`src/rtl/winograd_pkg.sv`:
```
// Shared types and defaults for the Winograd element-wise multiply scheduler.
package winograd_pkg;

  localparam int WINO_MULT_LATENCY = 3;
  localparam int WINO_TILE_W       = 8;
  localparam int WINO_CH_W         = 6;

  typedef enum logic [1:0] {
    IDLE  = 2'd0,
    RUN   = 2'd1,
    DRAIN = 2'd2
  } sched_state_e;

  typedef struct packed {
    logic                   valid;
    logic [WINO_TILE_W-1:0] tile;
    logic [WINO_CH_W-1:0]   chan;
    logic                   last;
  } sched_tag_t;

endpackage

```
`src/rtl/winograd_tag_pipe.sv`:
```
// Fixed-depth shift register carrying issue tags alongside the multiplier,
// so the head lines up with the multiplier's done pulse.
module winograd_tag_pipe
  import winograd_pkg::*;
#(
  parameter int DEPTH = WINO_MULT_LATENCY
) (
  input  logic       i_clk,
  input  logic       i_rst_n,
  input  sched_tag_t i_tag,
  output sched_tag_t o_head,
  output logic       o_any_valid
);

  sched_tag_t r_stage [DEPTH];

  always_ff @(posedge i_clk) begin
    if (!i_rst_n) begin
      for (int i = 0; i < DEPTH; i++) r_stage[i] <= '0;
    end else begin
      r_stage[0] <= i_tag;
      for (int i = 1; i < DEPTH; i++) r_stage[i] <= r_stage[i-1];
    end
  end

  always_comb begin
    o_any_valid = 1'b0;
    for (int i = 0; i < DEPTH; i++) o_any_valid = o_any_valid | r_stage[i].valid;
  end

  assign o_head = r_stage[DEPTH-1];

endmodule

```
`src/rtl/winograd_ewmm_scheduler.sv`:
```
// Issues (tile, channel) pairs to the pointwise multiplier under credit control.
// Optional perf counters are compiled in with WINO_SCHED_PERF_EN.
//   state | meaning
//   IDLE  | waiting for job_start
//   RUN   | issuing pairs, chan inner / tile outer
//   DRAIN | last pair issued, waiting for results and credits to return
module winograd_ewmm_scheduler
  import winograd_pkg::*;
#(
  parameter int MULT_LATENCY = WINO_MULT_LATENCY,
  parameter int TILE_W       = WINO_TILE_W,
  parameter int CH_W         = WINO_CH_W,
  parameter int CREDITS      = 4
) (
  input  logic              i_clk,
  input  logic              i_rst_n,
  input  logic              i_job_start,
  input  logic [TILE_W-1:0] i_cfg_tiles,
  input  logic [CH_W-1:0]   i_cfg_chans,
  input  logic              i_op_valid,
  output logic              o_op_ready,
  output logic [TILE_W-1:0] o_op_tile,
  output logic [CH_W-1:0]   o_op_chan,
  output logic              o_mult_start,
  input  logic              i_mult_done,
  output logic              o_res_valid,
  output logic [TILE_W-1:0] o_res_tile,
  output logic [CH_W-1:0]   o_res_chan,
  output logic              o_res_last,
  input  logic              i_res_ack,
  output logic              o_busy,
  output logic              o_job_done,
  output logic              o_err_align
`ifdef WINO_SCHED_PERF_EN
  ,
  output logic [31:0]       o_perf_cycles,
  output logic [31:0]       o_perf_stall
`endif
);

  localparam logic [3:0]        CRED_FULL = 4'(CREDITS);
  localparam logic [TILE_W-1:0] TILE_ONE  = TILE_W'(1);
  localparam logic [CH_W-1:0]   CH_ONE    = CH_W'(1);

  sched_state_e      r_state;
  logic [TILE_W-1:0] r_tile;
  logic [TILE_W-1:0] r_cfg_tiles;
  logic [CH_W-1:0]   r_chan;
  logic [CH_W-1:0]   r_cfg_chans;
  logic [3:0]        r_credits;
  logic              r_job_done;
  logic              r_err_align;

  logic       w_issue;
  logic       w_ack;
  logic       w_chan_wrap;
  logic       w_last_pair;
  logic       w_job_accept;
  logic       w_in_flight;
  sched_tag_t w_push;
  sched_tag_t w_head;

  assign w_issue      = (r_state == RUN) && i_op_valid && (r_credits != 4'd0);
  // An ack with every slot already free has nothing to return.
  assign w_ack        = i_res_ack && (r_credits != CRED_FULL);
  assign w_chan_wrap  = (r_chan == r_cfg_chans - CH_ONE);
  assign w_last_pair  = w_chan_wrap && (r_tile == r_cfg_tiles - TILE_ONE);
  assign w_job_accept = (r_state == IDLE) && i_job_start;

  always_comb begin
    w_push       = '0;
    w_push.valid = w_issue;
    w_push.tile  = r_tile;
    w_push.chan  = r_chan;
    w_push.last  = w_last_pair;
  end

  winograd_tag_pipe #(
    .DEPTH(MULT_LATENCY)
  ) u_tag_pipe (
    .i_clk      (i_clk),
    .i_rst_n    (i_rst_n),
    .i_tag      (w_push),
    .o_head     (w_head),
    .o_any_valid(w_in_flight)
  );

  always_ff @(posedge i_clk) begin
    if (!i_rst_n) begin
      r_state     <= IDLE;
      r_tile      <= '0;
      r_chan      <= '0;
      r_cfg_tiles <= '0;
      r_cfg_chans <= '0;
      r_credits   <= CRED_FULL;
      r_job_done  <= 1'b0;
      r_err_align <= 1'b0;
    end else begin
      r_job_done <= 1'b0;
      if (i_mult_done && !w_head.valid) r_err_align <= 1'b1;

      if (w_issue && !w_ack)      r_credits <= r_credits - 4'd1;
      else if (!w_issue && w_ack) r_credits <= r_credits + 4'd1;

      unique case (r_state)
        IDLE: begin
          if (w_job_accept) begin
            r_tile      <= '0;
            r_chan      <= '0;
            r_cfg_tiles <= i_cfg_tiles;
            r_cfg_chans <= i_cfg_chans;
            if ((i_cfg_tiles != '0) && (i_cfg_chans != '0)) r_state <= RUN;
            else r_job_done <= 1'b1;
          end
        end
        RUN: begin
          if (w_issue) begin
            if (w_last_pair) begin
              r_state <= DRAIN;
              r_tile  <= '0;
              r_chan  <= '0;
            end else if (w_chan_wrap) begin
              r_chan <= '0;
              r_tile <= r_tile + TILE_ONE;
            end else begin
              r_chan <= r_chan + CH_ONE;
            end
          end
        end
        DRAIN: begin
          if (!w_in_flight && (r_credits == CRED_FULL)) begin
            r_state    <= IDLE;
            r_job_done <= 1'b1;
          end
        end
        default: r_state <= IDLE;
      endcase
    end
  end

`ifdef WINO_SCHED_PERF_EN
  logic [31:0] r_perf_cycles;
  logic [31:0] r_perf_stall;

  always_ff @(posedge i_clk) begin
    if (!i_rst_n) begin
      r_perf_cycles <= '0;
      r_perf_stall  <= '0;
    end else if (w_job_accept) begin
      r_perf_cycles <= '0;
      r_perf_stall  <= '0;
    end else begin
      if ((r_state != IDLE) && (r_perf_cycles != '1)) r_perf_cycles <= r_perf_cycles + 32'd1;
      if ((r_state == RUN) && i_op_valid && (r_credits == 4'd0) && (r_perf_stall != '1))
        r_perf_stall <= r_perf_stall + 32'd1;
    end
  end

  assign o_perf_cycles = r_perf_cycles;
  assign o_perf_stall  = r_perf_stall;
`endif

  assign o_mult_start = w_issue;
  assign o_op_ready   = w_issue;
  assign o_op_tile    = r_tile;
  assign o_op_chan    = r_chan;
  assign o_res_valid  = i_mult_done && w_head.valid;
  assign o_res_tile   = w_head.tile;
  assign o_res_chan   = w_head.chan;
  assign o_res_last   = w_head.last && o_res_valid;
  assign o_busy       = (r_state != IDLE);
  assign o_job_done   = r_job_done;
  assign o_err_align  = r_err_align;

endmodule

```
`config.mk`:
```
export PLATFORM = sky130hd
export DESIGN_NAME = winograd_ewmm_scheduler
export DESIGN_NICKNAME = d
export VERILOG_FILES = /design/src/rtl/winograd_pkg.sv /design/src/rtl/winograd_tag_pipe.sv /design/src/rtl/winograd_ewmm_scheduler.sv
export SDC_FILE = /design/constraint.sdc
export NUM_CORES = 1
export LEC_CHECK = 0
export BUFFER_PORTS_ARGS = -buffer_cell sky130_fd_sc_hd__buf_2
export CAP_MARGIN = 30
export CELL_PAD_IN_SITES_DETAIL_PLACEMENT = 0
export CELL_PAD_IN_SITES_GLOBAL_PLACEMENT = 1
export CORE_MARGIN = 1.5
export CORE_UTILIZATION = 45
export DETAILED_ROUTE_END_ITERATION = 10
export PLACE_DENSITY_LB_ADDON = 0.15
export SYNTH_ARGS = -nofsm -noshare
export SYNTH_HDL_FRONTEND = slang
export SYNTH_SLANG_ARGS = --single-unit
```
`constraint.sdc`:
```
create_clock -name i_clk -period 5.2 [get_ports i_clk]
set_clock_uncertainty 0.2 [all_clocks]
set_input_delay 0.52 -clock i_clk [delete_from_list [all_inputs] [get_ports i_clk]]
set_output_delay 0.52 -clock i_clk [all_outputs]
set_load 0.01 [all_outputs]
```
==> results.toml <==
[logic_synthesis]
synthAdderAreaFrac_pct = 3.147
avgSynthCellArea_um2 = 9.192
synth_nets = 400
yosys.area.top_type = "dfxtp_1"
syn-instance-count = 372
synthTopCellsByCount = "84 x dfxtp_1, 47 x nand2_1, 41 x and2_1"
yosysTopAreaCellShare_pct = 49.18
yosysSeqAreaShare_pct = 49.18
synth_compound_area_share_pct = 10.17
synthSimpleGateAreaFrac_pct = 23.05
synth_seq_cells = 84
synth_top_family_by_area = "simple AND/OR/NAND/NOR gates"
synth.area.top_cells = "dfxtp_1 49%, and2_1 7.5%, nand2_1 5.2%"
async_flop_share_pct = 0
syn-cell-area_um2 = 3420
synthXorXnorAreaFrac_pct = 7.172
synth_edf_count = 0
yosysWarnings = 0
synth-main-ff-cell = "dfxtp_1"
synth_cell_types = 46
muxShareOfSynthArea_pct = 0
yosys.cell_count.top_type = "dfxtp_1"

[power]
p_switching_mw = 0.4015
swShare_pct = 29.06
clkPwrFrac_pct = 34.9
pwr-share-seq_pct = 50.3
leakage_nw = 1.684
power_frac_comb_pct = 14.8
ir_drop_mv = 0.1970
intPower_mw = 0.9801
powerDensity_nw_per_um2 = 359.2

[cts]
cts-resized-gates = 0
cts.clk_slew.worst_paths_ps = 90
cts_root_buf = "clkbuf_8"
cts.sinks = 84
cts_tree = "built"
ctsHoldBuffers = 0
htree_levels = 3
clock_latency_ps = 350
cts_buffer_depth = 2
numCtsBuffers = 9
cts_setup_buffers = 0

[worst_setup_path]
regToRegSetupSlack_ps = 2180
cpMaxStageDelayCell = "o21ai_0"
arrival_ps = 3100
r2r_end = "r_credits[3]$_SDFFE_PN0P_"
path_buf_inv = 0
cp_max_fo = 5
critPathKind = "flop to flop"
critPathLaunchType = "flop"
cp_cell_sequence = "or3_1 > o21ai_0 > nor3_1 > ha_1 > ha_1 > a21o_1 > a21oi_1 > xnor2_1 > or3_1 > a21oi_1"
rr_worst_depth = 10
worstReg2RegStart = "r_credits[0]$_SDFFE_PN0P_"
critical_path.top_delay_family = "compound AO/OA/AOI/OAI gates"
crit_path_end_kind = "flop"
worstPathRequired_ps = 5280
cp_slowest_stage_delay_ps = 420

[routing]
routed-via-count = 2486
dr.pass1.iters = 4
wl_met2_um = 2895
drt_iter0_drc = 135
dr_wl_met3_um = 241
post_drt_wl_per_cell_um = 12.71
drt-total-wl_um = 6507
highest_layer = "met4"
wl_met1_um = 3264
drc = 0
vias_per_cell = 4.855
postRouteAntennaNets = 0

[sta]
hold_violations = 0
holdWs_ps = 209.2
worst_pin_slew_ps = 734.7
rsz0062_at_grt = "false"
setup_viol = 0
max_slew_margin_pct = 50.96
fmax_mhz = 330.9
drv_slew = 0
min_period_over_period_pct = 58.11
fin_tns_setup_ps = 0
period_minus_slack_ps = 3022

[status]
status = "finished, final reports clean"

[floorplan]
start_util_pct = 46.89
die_x_um = 90.17
row_count = 31
ios = 55
die_h_um = 90.17
fp.coreArea_um2 = 7292
dieArea_um2 = 8131

[min_path]
min_from = "i_cfg_chans[2]"
hp-class = "input port to flop"
hold_end = "r_cfg_chans[2]$_SDFFE_PN0P_"
timing.hold.worst_path_depth = 3

[layout]
fillers = 748
n_antenna_cell = 0
drive_above_1_share_pct = 18.64
final_nets = 436
area_delta_synth_final_pct = 12.48
instances_no_fill = 512

[global_routing]
track_usage_pct = 17.13
antenna_found_initial = 0
grt_max_degree = 54
grt_pass1_wl_um = 10950
grt-ovfl-total = 0
grt_pass1_vias = 2255

[placement]
dp_cells = 496
place_congestion = 0.7487
dp_hpwl_um = 4556
portBuffers = 54

[run]
drv_cap = 0
==> flip-flops by register name, indices dropped and copies added, names as in the netlist <==
register            count
u_tag_pipe.r_stage     48
o_job_done              1
r_credits               4
o_op_chan               6
o_err_align             1
r_state                 2
r_cfg_tiles             8
o_op_tile               8
r_cfg_chans             6
==> metal layers <==
layer,up-vias,global-route usage [%]
met5,-,0
met4,0,8.333
met3,9,4.061
met2,47,26.26
met1,1131,22.59
li1,1299,-
==> worst max path at each step <==
stage / startpoint / to / slack, ps / cells after the start
3_3_place_gp: i_rst_n / o_op_tile[3]$_SDFFE_PN0P_ / 2070 / 5
6_report: r_credits[0]$_SDFFE_PN0P_ / r_credits[3]$_SDFFE_PN0P_ / 2180 / 10
3_5_place_dp: i_rst_n / o_op_tile[7]$_SDFFE_PN0P_ / 1990 / 5
4_1_cts: r_credits[0]$_SDFFE_PN0P_ / r_credits[3]$_SDFFE_PN0P_ / 2170 / 10
5_1_grt: r_credits[0]$_SDFFE_PN0P_ / r_credits[3]$_SDFFE_PN0P_ / 1990 / 10
2_1_floorplan: r_credits[0]$_SDFFE_PN0P_ / r_credits[3]$_SDFFE_PN0P_ / 2360 / 10
==> kinds of logic (layout without fill, tap and decap cells) <==
kind of cell | Yosys count | count (layout)
AOI/OAI and AO/OA | 53 | 53
adders and majority gates | 8 | 8
xor gates and xnor gates | 28 | 28
buffers and inverters | 49 | 90
and+or+nand+nor | 150 | 150
DFF | 84 | 84
==> worst reg2reg max path: cells and delay by family (launching register included) <==
kind            cells  cell delay [ps]
xor+xnor            1               90
flops               1              360
compound gates      4              900
simple gates        3              850
fa+ha+maj           2              550
==> power groups by stage <==
stage	combinational [mW]	sequential [mW]	clock, mW
after floorplan	0.158	0.703	0
after global placement	0.202	0.709	0
after detailed placement	0.206	0.709	0
after CTS	0.207	0.695	0.493
after global routing	0.234	0.700	0.518
final	0.205	0.694	0.483
==> stage by stage <==
stage / worst slack, ps / area (µm²) / util, % / power [mW]
CTS: 2167 / 3846 / 52.75 / 1.394
finish: 2178 / 3846 / 52.75 / 1.382
global placement: 2072 / 3640 / 49.91 / 0.9112
floorplan: 2364 / 3420 / - / 0.8611
global route: 1986 / 3846 / 52.75 / 1.452
detailed placement: 1989 / 3640 / 49.91 / 0.9155
==> cell usage in the layout, fill, tap and decap left out, types with 3 or more instances in the layout <==
master	count
dfxtp_1	84
buf_2	54
nand2_1	47
and2_1	41
inv_1	20
a21oi_1	20
nor2_1	19
xor2_1	15
xnor2_1	13
clkbuf_8	9
nor3_1	8
nand3_1	8
o21ai_0	7
nor4_1	7
ha_1	7
a31oi_1	5
o32ai_1	5
or3_1	3
nand4_1	3
nor3b_1	3
or2_2	3
==> cell type report <==
| cell class | instances | area (µm²) | area share (%) |
|---|---|---|---|
| tap | 99 | 123.9 | 3.221 |
| clock buffer | 9 | 123.9 | 3.221 |
| clock inverter | 7 | 82.58 | 2.147 |
| multi-input combinational | 239 | 1489 | 38.71 |
| sequential | 84 | 1682 | 43.72 |
| inverter | 20 | 75.07 | 1.952 |
| timing repair buffer | 54 | 270.3 | 7.027 |
(Power assumes the default switching activity.)
